[config.mk]
export PLATFORM = sky130hd
export DESIGN_NAME = id_ex_register
export DESIGN_NICKNAME = d
export VERILOG_FILES = /design/src/rtl/id_ex_register_pkg.sv /design/src/rtl/id_ex_register_hazard_detect.sv /design/src/rtl/id_ex_register.sv
export SDC_FILE = /design/constraint.sdc
export NUM_CORES = 1
export LEC_CHECK = 0
export CAP_MARGIN = 10
export CORE_UTILIZATION = 35
export DETAILED_ROUTE_END_ITERATION = 8
export GPL_TIMING_DRIVEN = 1
export HOLD_SLACK_MARGIN = 0.06
export PLACE_DENSITY_LB_ADDON = 0.3
export SLEW_MARGIN = 20
export SYNTH_ARGS = -nofsm -noshare
export SYNTH_HDL_FRONTEND = slang
export SYNTH_SLANG_ARGS = --single-unit
[constraint.sdc]
create_clock -name i_clk -period 2 [get_ports i_clk]
set_input_delay 0.3 -clock i_clk [delete_from_list [all_inputs] [get_ports i_clk]]
set_output_delay 0.3 -clock i_clk [all_outputs]
set_load 0.01 [all_outputs]
[src/rtl/id_ex_register_pkg.sv]
// id_ex_register_pkg: shared widths, ALU class encodings and bubble constants for the ID/EX stage
package id_ex_register_pkg;
  localparam int NBITS_D = 32;
  localparam int RBITS_D = 5;
  localparam int ANBITS_D = 6;
  localparam int NBITSCONTROL_D = 2;
  localparam int BCBITS_D = 16;
  localparam logic [RBITS_D-1:0] REG_ZERO = '0;
  typedef enum logic [1:0] {
    ALU_ADD   = 2'b00,
    ALU_SUB   = 2'b01,
    ALU_RTYPE = 2'b10,
    ALU_IMM   = 2'b11
  } aluop_e;
  typedef struct packed {
    logic reg_write;
    logic mem_read;
    logic mem_write;
    logic mem_to_reg;
    logic alu_src;
    logic reg_dst;
  } ctrl_t;
  localparam ctrl_t BUBBLE_CTRL = '0;
  localparam aluop_e BUBBLE_ALUOP = ALU_ADD;
endpackage

[src/rtl/id_ex_register_hazard_detect.sv]
// id_ex_register_hazard_detect: combinational load-use hazard between the load in EX and the instruction in ID
module id_ex_register_hazard_detect
  import id_ex_register_pkg::*;
#(
  parameter int RBITS = RBITS_D
) (
  input  logic             i_ex_valid,
  input  logic             i_ex_mem_read,
  input  logic [RBITS-1:0] i_ex_rt,
  input  logic             i_id_valid,
  input  logic [RBITS-1:0] i_id_rs,
  input  logic [RBITS-1:0] i_id_rt,
  input  logic             i_stall,
  output logic             o_haz,
  output logic             o_stall_ifid
);
  assign o_haz = i_ex_valid & i_ex_mem_read & (i_ex_rt != RBITS'(REG_ZERO)) & i_id_valid &
                 ((i_ex_rt == i_id_rs) | (i_ex_rt == i_id_rt));
  assign o_stall_ifid = o_haz & ~i_stall;
endmodule

[src/rtl/id_ex_register.sv]
// id_ex_register: ID/EX pipeline register with bubble insertion on flush/load-use and a saturating bubble counter
module id_ex_register
  import id_ex_register_pkg::*;
#(
  parameter int NBITS        = NBITS_D,
  parameter int RBITS        = RBITS_D,
  parameter int ANBITS       = ANBITS_D,
  parameter int NBITSCONTROL = NBITSCONTROL_D,
  parameter int BCBITS       = BCBITS_D
) (
  input  logic                    i_clk,
  input  logic                    i_rst_n,
  input  logic                    i_Stall,
  input  logic                    i_Flush,
  input  logic                    i_Valid,
  input  logic [ANBITS-1:0]       i_Funct,
  input  logic [ANBITS-1:0]       i_Opcode,
  input  logic [NBITSCONTROL-1:0] i_ALUOp,
  input  logic                    i_RegWrite,
  input  logic                    i_MemRead,
  input  logic                    i_MemWrite,
  input  logic                    i_MemtoReg,
  input  logic                    i_ALUSrc,
  input  logic                    i_RegDst,
  input  logic [RBITS-1:0]        i_Rs,
  input  logic [RBITS-1:0]        i_Rt,
  input  logic [RBITS-1:0]        i_Rd,
  input  logic [RBITS-1:0]        i_Shamt,
  input  logic [NBITS-1:0]        i_Data1,
  input  logic [NBITS-1:0]        i_Data2,
  input  logic [NBITS-1:0]        i_Imm,
  input  logic [NBITS-1:0]        i_PC4,
  output logic                    o_Valid,
  output logic [ANBITS-1:0]       o_Funct,
  output logic [ANBITS-1:0]       o_Opcode,
  output logic [NBITSCONTROL-1:0] o_ALUOp,
  output logic                    o_RegWrite,
  output logic                    o_MemRead,
  output logic                    o_MemWrite,
  output logic                    o_MemtoReg,
  output logic                    o_ALUSrc,
  output logic                    o_RegDst,
  output logic [RBITS-1:0]        o_Rs,
  output logic [RBITS-1:0]        o_Rt,
  output logic [RBITS-1:0]        o_Rd,
  output logic [RBITS-1:0]        o_Shamt,
  output logic [NBITS-1:0]        o_Data1,
  output logic [NBITS-1:0]        o_Data2,
  output logic [NBITS-1:0]        o_Imm,
  output logic [NBITS-1:0]        o_PC4,
  output logic                    o_Stall_IFID,
  output logic [BCBITS-1:0]       o_BubbleCount
);
  typedef struct packed {
    logic                    valid;
    logic [ANBITS-1:0]       funct;
    logic [ANBITS-1:0]       opcode;
    logic [NBITSCONTROL-1:0] alu_op;
    ctrl_t                   ctrl;
    logic [RBITS-1:0]        rs;
    logic [RBITS-1:0]        rt;
    logic [RBITS-1:0]        rd;
    logic [RBITS-1:0]        shamt;
    logic [NBITS-1:0]        data1;
    logic [NBITS-1:0]        data2;
    logic [NBITS-1:0]        imm;
    logic [NBITS-1:0]        pc4;
  } stage_t;
  stage_t            r_stage;
  stage_t            w_in;
  stage_t            w_bubble_val;
  logic [BCBITS-1:0] r_count;
  logic              w_haz;
  logic              w_bubble;
  id_ex_register_hazard_detect #(.RBITS(RBITS)) u_hazard (
    .i_ex_valid   (r_stage.valid),
    .i_ex_mem_read(r_stage.ctrl.mem_read),
    .i_ex_rt      (r_stage.rt),
    .i_id_valid   (i_Valid),
    .i_id_rs      (i_Rs),
    .i_id_rt      (i_Rt),
    .i_stall      (i_Stall),
    .o_haz        (w_haz),
    .o_stall_ifid (o_Stall_IFID)
  );
  assign w_in = '{valid: i_Valid, funct: i_Funct, opcode: i_Opcode, alu_op: i_ALUOp,
                  ctrl: '{reg_write: i_RegWrite, mem_read: i_MemRead, mem_write: i_MemWrite,
                          mem_to_reg: i_MemtoReg, alu_src: i_ALUSrc, reg_dst: i_RegDst},
                  rs: i_Rs, rt: i_Rt, rd: i_Rd, shamt: i_Shamt,
                  data1: i_Data1, data2: i_Data2, imm: i_Imm, pc4: i_PC4};
  always_comb begin
    w_bubble_val        = '0;
    w_bubble_val.alu_op = NBITSCONTROL'(BUBBLE_ALUOP);
    w_bubble_val.ctrl   = BUBBLE_CTRL;
  end
  // A flush coinciding with a hazard still yields a single bubble and a single count.
  assign w_bubble = i_Flush | w_haz;
  always_ff @(posedge i_clk) begin
    if (!i_rst_n) begin
      r_stage <= '0;
      r_count <= '0;
    end else if (!i_Stall) begin
      r_stage <= w_bubble ? w_bubble_val : w_in;
      if (w_bubble && r_count != '1) r_count <= r_count + BCBITS'(1);
    end
  end
  assign o_Valid       = r_stage.valid;
  assign o_Funct       = r_stage.funct;
  assign o_Opcode      = r_stage.opcode;
  assign o_ALUOp       = r_stage.alu_op;
  assign o_RegWrite    = r_stage.ctrl.reg_write;
  assign o_MemRead     = r_stage.ctrl.mem_read;
  assign o_MemWrite    = r_stage.ctrl.mem_write;
  assign o_MemtoReg    = r_stage.ctrl.mem_to_reg;
  assign o_ALUSrc      = r_stage.ctrl.alu_src;
  assign o_RegDst      = r_stage.ctrl.reg_dst;
  assign o_Rs          = r_stage.rs;
  assign o_Rt          = r_stage.rt;
  assign o_Rd          = r_stage.rd;
  assign o_Shamt       = r_stage.shamt;
  assign o_Data1       = r_stage.data1;
  assign o_Data2       = r_stage.data2;
  assign o_Imm         = r_stage.imm;
  assign o_PC4         = r_stage.pc4;
  assign o_BubbleCount = r_count;
endmodule

### Word-level counts from Yosys, hierarchy flattened

Cells that the tools add are included.
Widths: inputs -> output; s select.

* input bits: 173
* flip-flop bits (word level): 185
* output and inout port bits: 186

* muxes and demuxes: 1
* equality and inequality tests: 3
* $add $sub $neg: 1
* bitwise gates (word level): 8
* reduce and logical (&&, ||, !) cells: 3

Operator list (number)
* $mux 169: 1
* $add 16x1->16 const B: 1
* $ne 16x16->1 const B: 1
* $eq 5x5->1: 2
* $and 1x1->1: 5
* $reduce_bool 5->1: 1
* $or 1x1->1: 2
* $reduce_and 2->1: 1
* $logic_and 1x1->1: 1
* $not 1->1: 1

### Longest topological paths before layout

* word-level depth: 7
* gate-level depth with buffers: 8
* mapped depth without buffers: 6

### Cells and area by module

Synthesis repeated with hierarchy kept, for this count alone.

* cells, all modules: 682
* area total of the unflattened synthesis: 6560.0 um2

By module, submodules not included
* id_ex_register: cells an instance 662, area each 6408.6 um2, seq. area each 3703.6 um2, instances 1
* id_ex_register_hazard_detect: cells an instance 20, area each 151.4 um2, seq. area each 0.0 um2, instances 1

### Worst setup path after synthesis

OpenSTA, ideal clock, no wires.

* path kind: register to register
* from: register r_count[0] (netlist: o_BubbleCount[0])
* to: register r_count[12] (netlist: o_BubbleCount[12])
* stages on the path, launching flop included: 8
* setup slack: 69 ps
* path buffers: 1
* setup time: 70 ps
* required time: 1930 ps
* arrival: 1861 ps
* cell sequence: dfxtp_1 > ha_1 > and3_4 > a311oi_2 > a31oi_2 > buf_6 > or4_1 > a21oi_1

* longest elaborated chain between the ends: 3
* elaborated cells between the ends (all ways): 4
* classes of those cells: add/sub (1); eq/ne (1); reduce/logical (2)

Ends and longest elaborated chain
* start, declared: line id_ex_register.sv:72 `logic [BCBITS-1:0] r_count;`
* start signal, assigned: line id_ex_register.sv:104 `if (w_bubble && r_count != '1) r_count <= r_count + BCBITS'(1);`
* parallel branches: the longest is 3 deep, another holds $add 16x1->16

Several ways; the timed one is not identified.
A chain may end at the register's enable or synchronous reset.

### Worst setup path after layout

* from: input port i_Rt[0]
* to: register r_stage (netlist bit o_Data2[20])

* longest elaborated chain between the ends: 5

Ends and longest elaborated chain
* start, declared: line id_ex_register.sv:26 `input logic [RBITS-1:0] i_Rt,`
* $eq 5x5->1: line id_ex_register_hazard_detect.sv:18 `((i_ex_rt == i_id_rs) | (i_ex_rt == i_id_rt));`
* $or 1x1->1: line id_ex_register_hazard_detect.sv:18
* $and 1x1->1: line id_ex_register_hazard_detect.sv:17 `assign o_haz = i_ex_valid & i_ex_mem_read & (i_ex_rt != RBITS'(REG_ZERO)) & i_id_valid &`
* $or 1x1->1: line id_ex_register.sv:97 `assign w_bubble = i_Flush | w_haz;`
* $mux 169: line id_ex_register.sv:103 `r_stage <= w_bubble ? w_bubble_val : w_in;`
* end signal, assigned: line id_ex_register.sv:103
* end, declared: line id_ex_register.sv:69 `stage_t r_stage;`

Every way passes these cells.

==> results.toml <==
[die]
num_rows = 49
fp.dieW_um = 139
fp.dieH_um = 139
core_region_area_sq_um = 18100
die-area_sq_um = 19200
start_util = 0.360
io_pins = 359

[routing]
drc = 25
first_pass_iters = 7
dr.first_iter.drc_count = 362
wl_per_cell_um = 18.4
via_per_inst = 5.17
vias = 6742
antenna_left = 0
routed_wl_um = 24000

[yosys]
synth_seq_cells = 185
ys_warn_count = 0
synth_cell_type_count = 36
ys_seq_area_frac = 0.567
syn_area_sq_um = 6540
synthCells = 683
synthTopCellsByArea = "dfxtp_1, a22oi_1, nor2_1"
synth_edf_count = 0
ys_async_sr_fraction = 0
syn-num-nets = 857
yosysMostFrequentCell = "dfxtp_1"
synth_top_cells_by_count = "dfxtp_1, nor2_1, a22oi_1"
synthFlopType = "dfxtp_1"
syn_area_per_cell_sq_um = 9.57
yosys.area.top_type = "dfxtp_1"
synth_top_area_share = 0.567

[sta]
rsz0062_at_grt = "true"
clock_skew_ps = 10.2
setup_tns_ps = -1350
tightestPinTransition_ps = 812
min_period_ps = 2070
slew_violations = 0
setup_viol = 65
hold_viol_final = 0
fin_ws_ps = -69.0
timing.final.crit_share = 1.03
max_freq_mhz = 483
slew_headroom = 0.459

[worst_setup_path]
critPathArrivalTime_ps = 2420
rr_worst_depth = 11
crit_path_end_kind = "register"
reg2reg_slack_ps = -40
crit_fanout = 8
cp.required_ps = 2350
max_stage_delay_ps = 490
r2r-start = "o_Rt[0]"
start_kind = "primary input"
crit_top_cell = "buf_6"
criticalPathCategory = "primary input to register"
crit_slowest_cell = "clkdlybuf4s50_1"
path_cells = "clkdlybuf4s50_1 -> xnor2_2 -> nand3_2 -> o22ai_4 -> buf_6 -> buf_6 -> a211oi_4 -> buf_6 -> buf_16 -> clkbuf_16 -> a22oi_2 -> nor2_1"
critPathLaunch = "i_Rt[0]"
r2r_end = "o_Data2[20]"

[place]
post-place-ws_ps = -377
io_buffers = 358
dp_hpwl_um = 14900
gp_congestion = 0.792

[power_and_ir_drop]
p_leak_nw = 4.40
irDropWorstVdd_mv = 0.538
p_per_area_nw_per_um2 = 721
power_mw = 8.90

[cts]
path_clk_slew_ps = 70
cts_tree = "yes"
clock_sinks = 185
cts_buffers = 17
ctsHoldBuffers = 0
clock_latency_ps = 420
cts-root-buf = "clkbuf_16"
htreeDepth = 4
max-clock-path-buffers = 2

[global_route]
grt_use_total = 0.218
first_global_vias = 6401
antenna_found_initial = 0
grt_pass1_wl_um = 33400
grt_max_degree = 103
grt_overflow = 0

[layout]
drive_gt1_frac = 0.227
syn_to_final_growth_pct = 89.0
antenna_cells = 0
nets = 1237

[min_path]
hold_depth = 3
min_to = "o_ALUOp[0]"
min_from = "i_Stall"
worstHoldPathType = "primary input to register"

[run_status]
status = "complete, but fails checks"
violations = "DRC, setup timing"

[job]
maxCapViolCount = 0
[stage by stage]
stage | utilization | hold WS (ps) | std cells | area [sq um]
finish | 0.681 | 283 | 1305 | 12400
global route | 0.681 | 293 | 1305 | 12400
CTS | 0.620 | 263 | 1287 | 11300
detailed placement | 0.584 | 498 | 1253 | 10600
global placement | 0.584 | 489 | 1253 | 10600
floorplan | - | 444 | 683 | 6540
[repair_timing]
| action | CTS | global route |
|---|---|---|
| pin swaps | 6 | 96 |
| resized for setup | 12 | 162 |
| setup buffers | 2 | 7 |
| setup endpoints to repair | 1 | 178 |
| gates cloned | 0 | 13 |
[sequential cells by signal, summed over array words and instances, names as in the netlist, 2 cells and up]
| name | cells |
|---|---|
| o_Imm | 32 |
| o_Opcode | 6 |
| o_Data1 | 32 |
| o_Data2 | 32 |
| o_Rd | 5 |
| o_Rt | 5 |
| o_BubbleCount | 16 |
| o_Shamt | 5 |
| o_ALUOp | 2 |
| o_PC4 | 32 |
| o_Funct | 6 |
| o_Rs | 5 |
[cells by family after synthesis]
kind of cell,Yosys count,share of synthesized area
adder cells (fa/ha/maj),1,0.00191
AO/OA/AOI/OAI,201,0.231
multiplexers,3,0.00459
buffers and inverters,61,0.0402
AND/OR/NAND/NOR,221,0.141
XOR/XNOR,11,0.0147
flip-flops,185,0.567
[worst max-delay path by stage]
stage                                    to  slack [ps]  cells after the start
final                           o_Data2[20]         -70                     12
after global routing            o_Data2[20]        -150                     12
after CTS                       o_Data2[19]          10                     10
after detailed placement       o_Stall_IFID        -380                      7
after global placement         o_Stall_IFID        -340                      7
after floorplan           o_BubbleCount[12]          70                      7
[final cells by class]
class                      instances  area, sq um
clock inverter                    11          155
multi-input combinational        437         3280
timing repair buffer             420         4430
clock buffer                      21          470
inverter                           2         10.0
fill                            1377         5790
sequential                       185         3720
tap                              229          287
[layout by cell type (no fill, tap or decap), types with 4 or more instances in the layout]
master | synthesis | final
buf_4 | 1 | 29
a22oi_2 | 0 | 116
or4_1 | 7 | 4
nand2_1 | 14 | 13
xnor2_1 | 10 | 4
a21oi_1 | 13 | 11
xnor2_2 | 0 | 6
a22oi_1 | 169 | 53
clkbuf_16 | 0 | 27
inv_6 | 0 | 4
clkdlybuf4s50_1 | 0 | 356
buf_8 | 0 | 5
o31ai_1 | 7 | 7
nor2_1 | 174 | 172
dfxtp_4 | 0 | 4
nand4_1 | 5 | 5
nand3_1 | 9 | 7
buf_12 | 0 | 10
dfxtp_1 | 185 | 179
o21ai_1 | 5 | 5
buf_6 | 2 | 8
[power by group]
part           internal (mW)  switching, mW
Combinational          0.836          0.583
Sequential              3.81         0.0875
Clock                   2.09           1.49
[routing by layer]
layer,track usage,vias to the layer above,wire (um),part of all wire
li1,-,3217,-,-
met1,0.253,3225,9380,0.39
met2,0.369,253,12300,0.51
met3,0.0615,47,1580,0.066
met4,0.106,0,799,0.033
met5,0,-,0,0
[critical path, delay by kind of cell]
kind | cells | cell delay [ps]
AOI/OAI and AO/OA | 3 | 440
and+or+nand+nor | 2 | 250
buffers and inverters | 6 | 1240
xor gates and xnor gates | 1 | 180
Note: power is estimated with default switching activity, not from simulation.
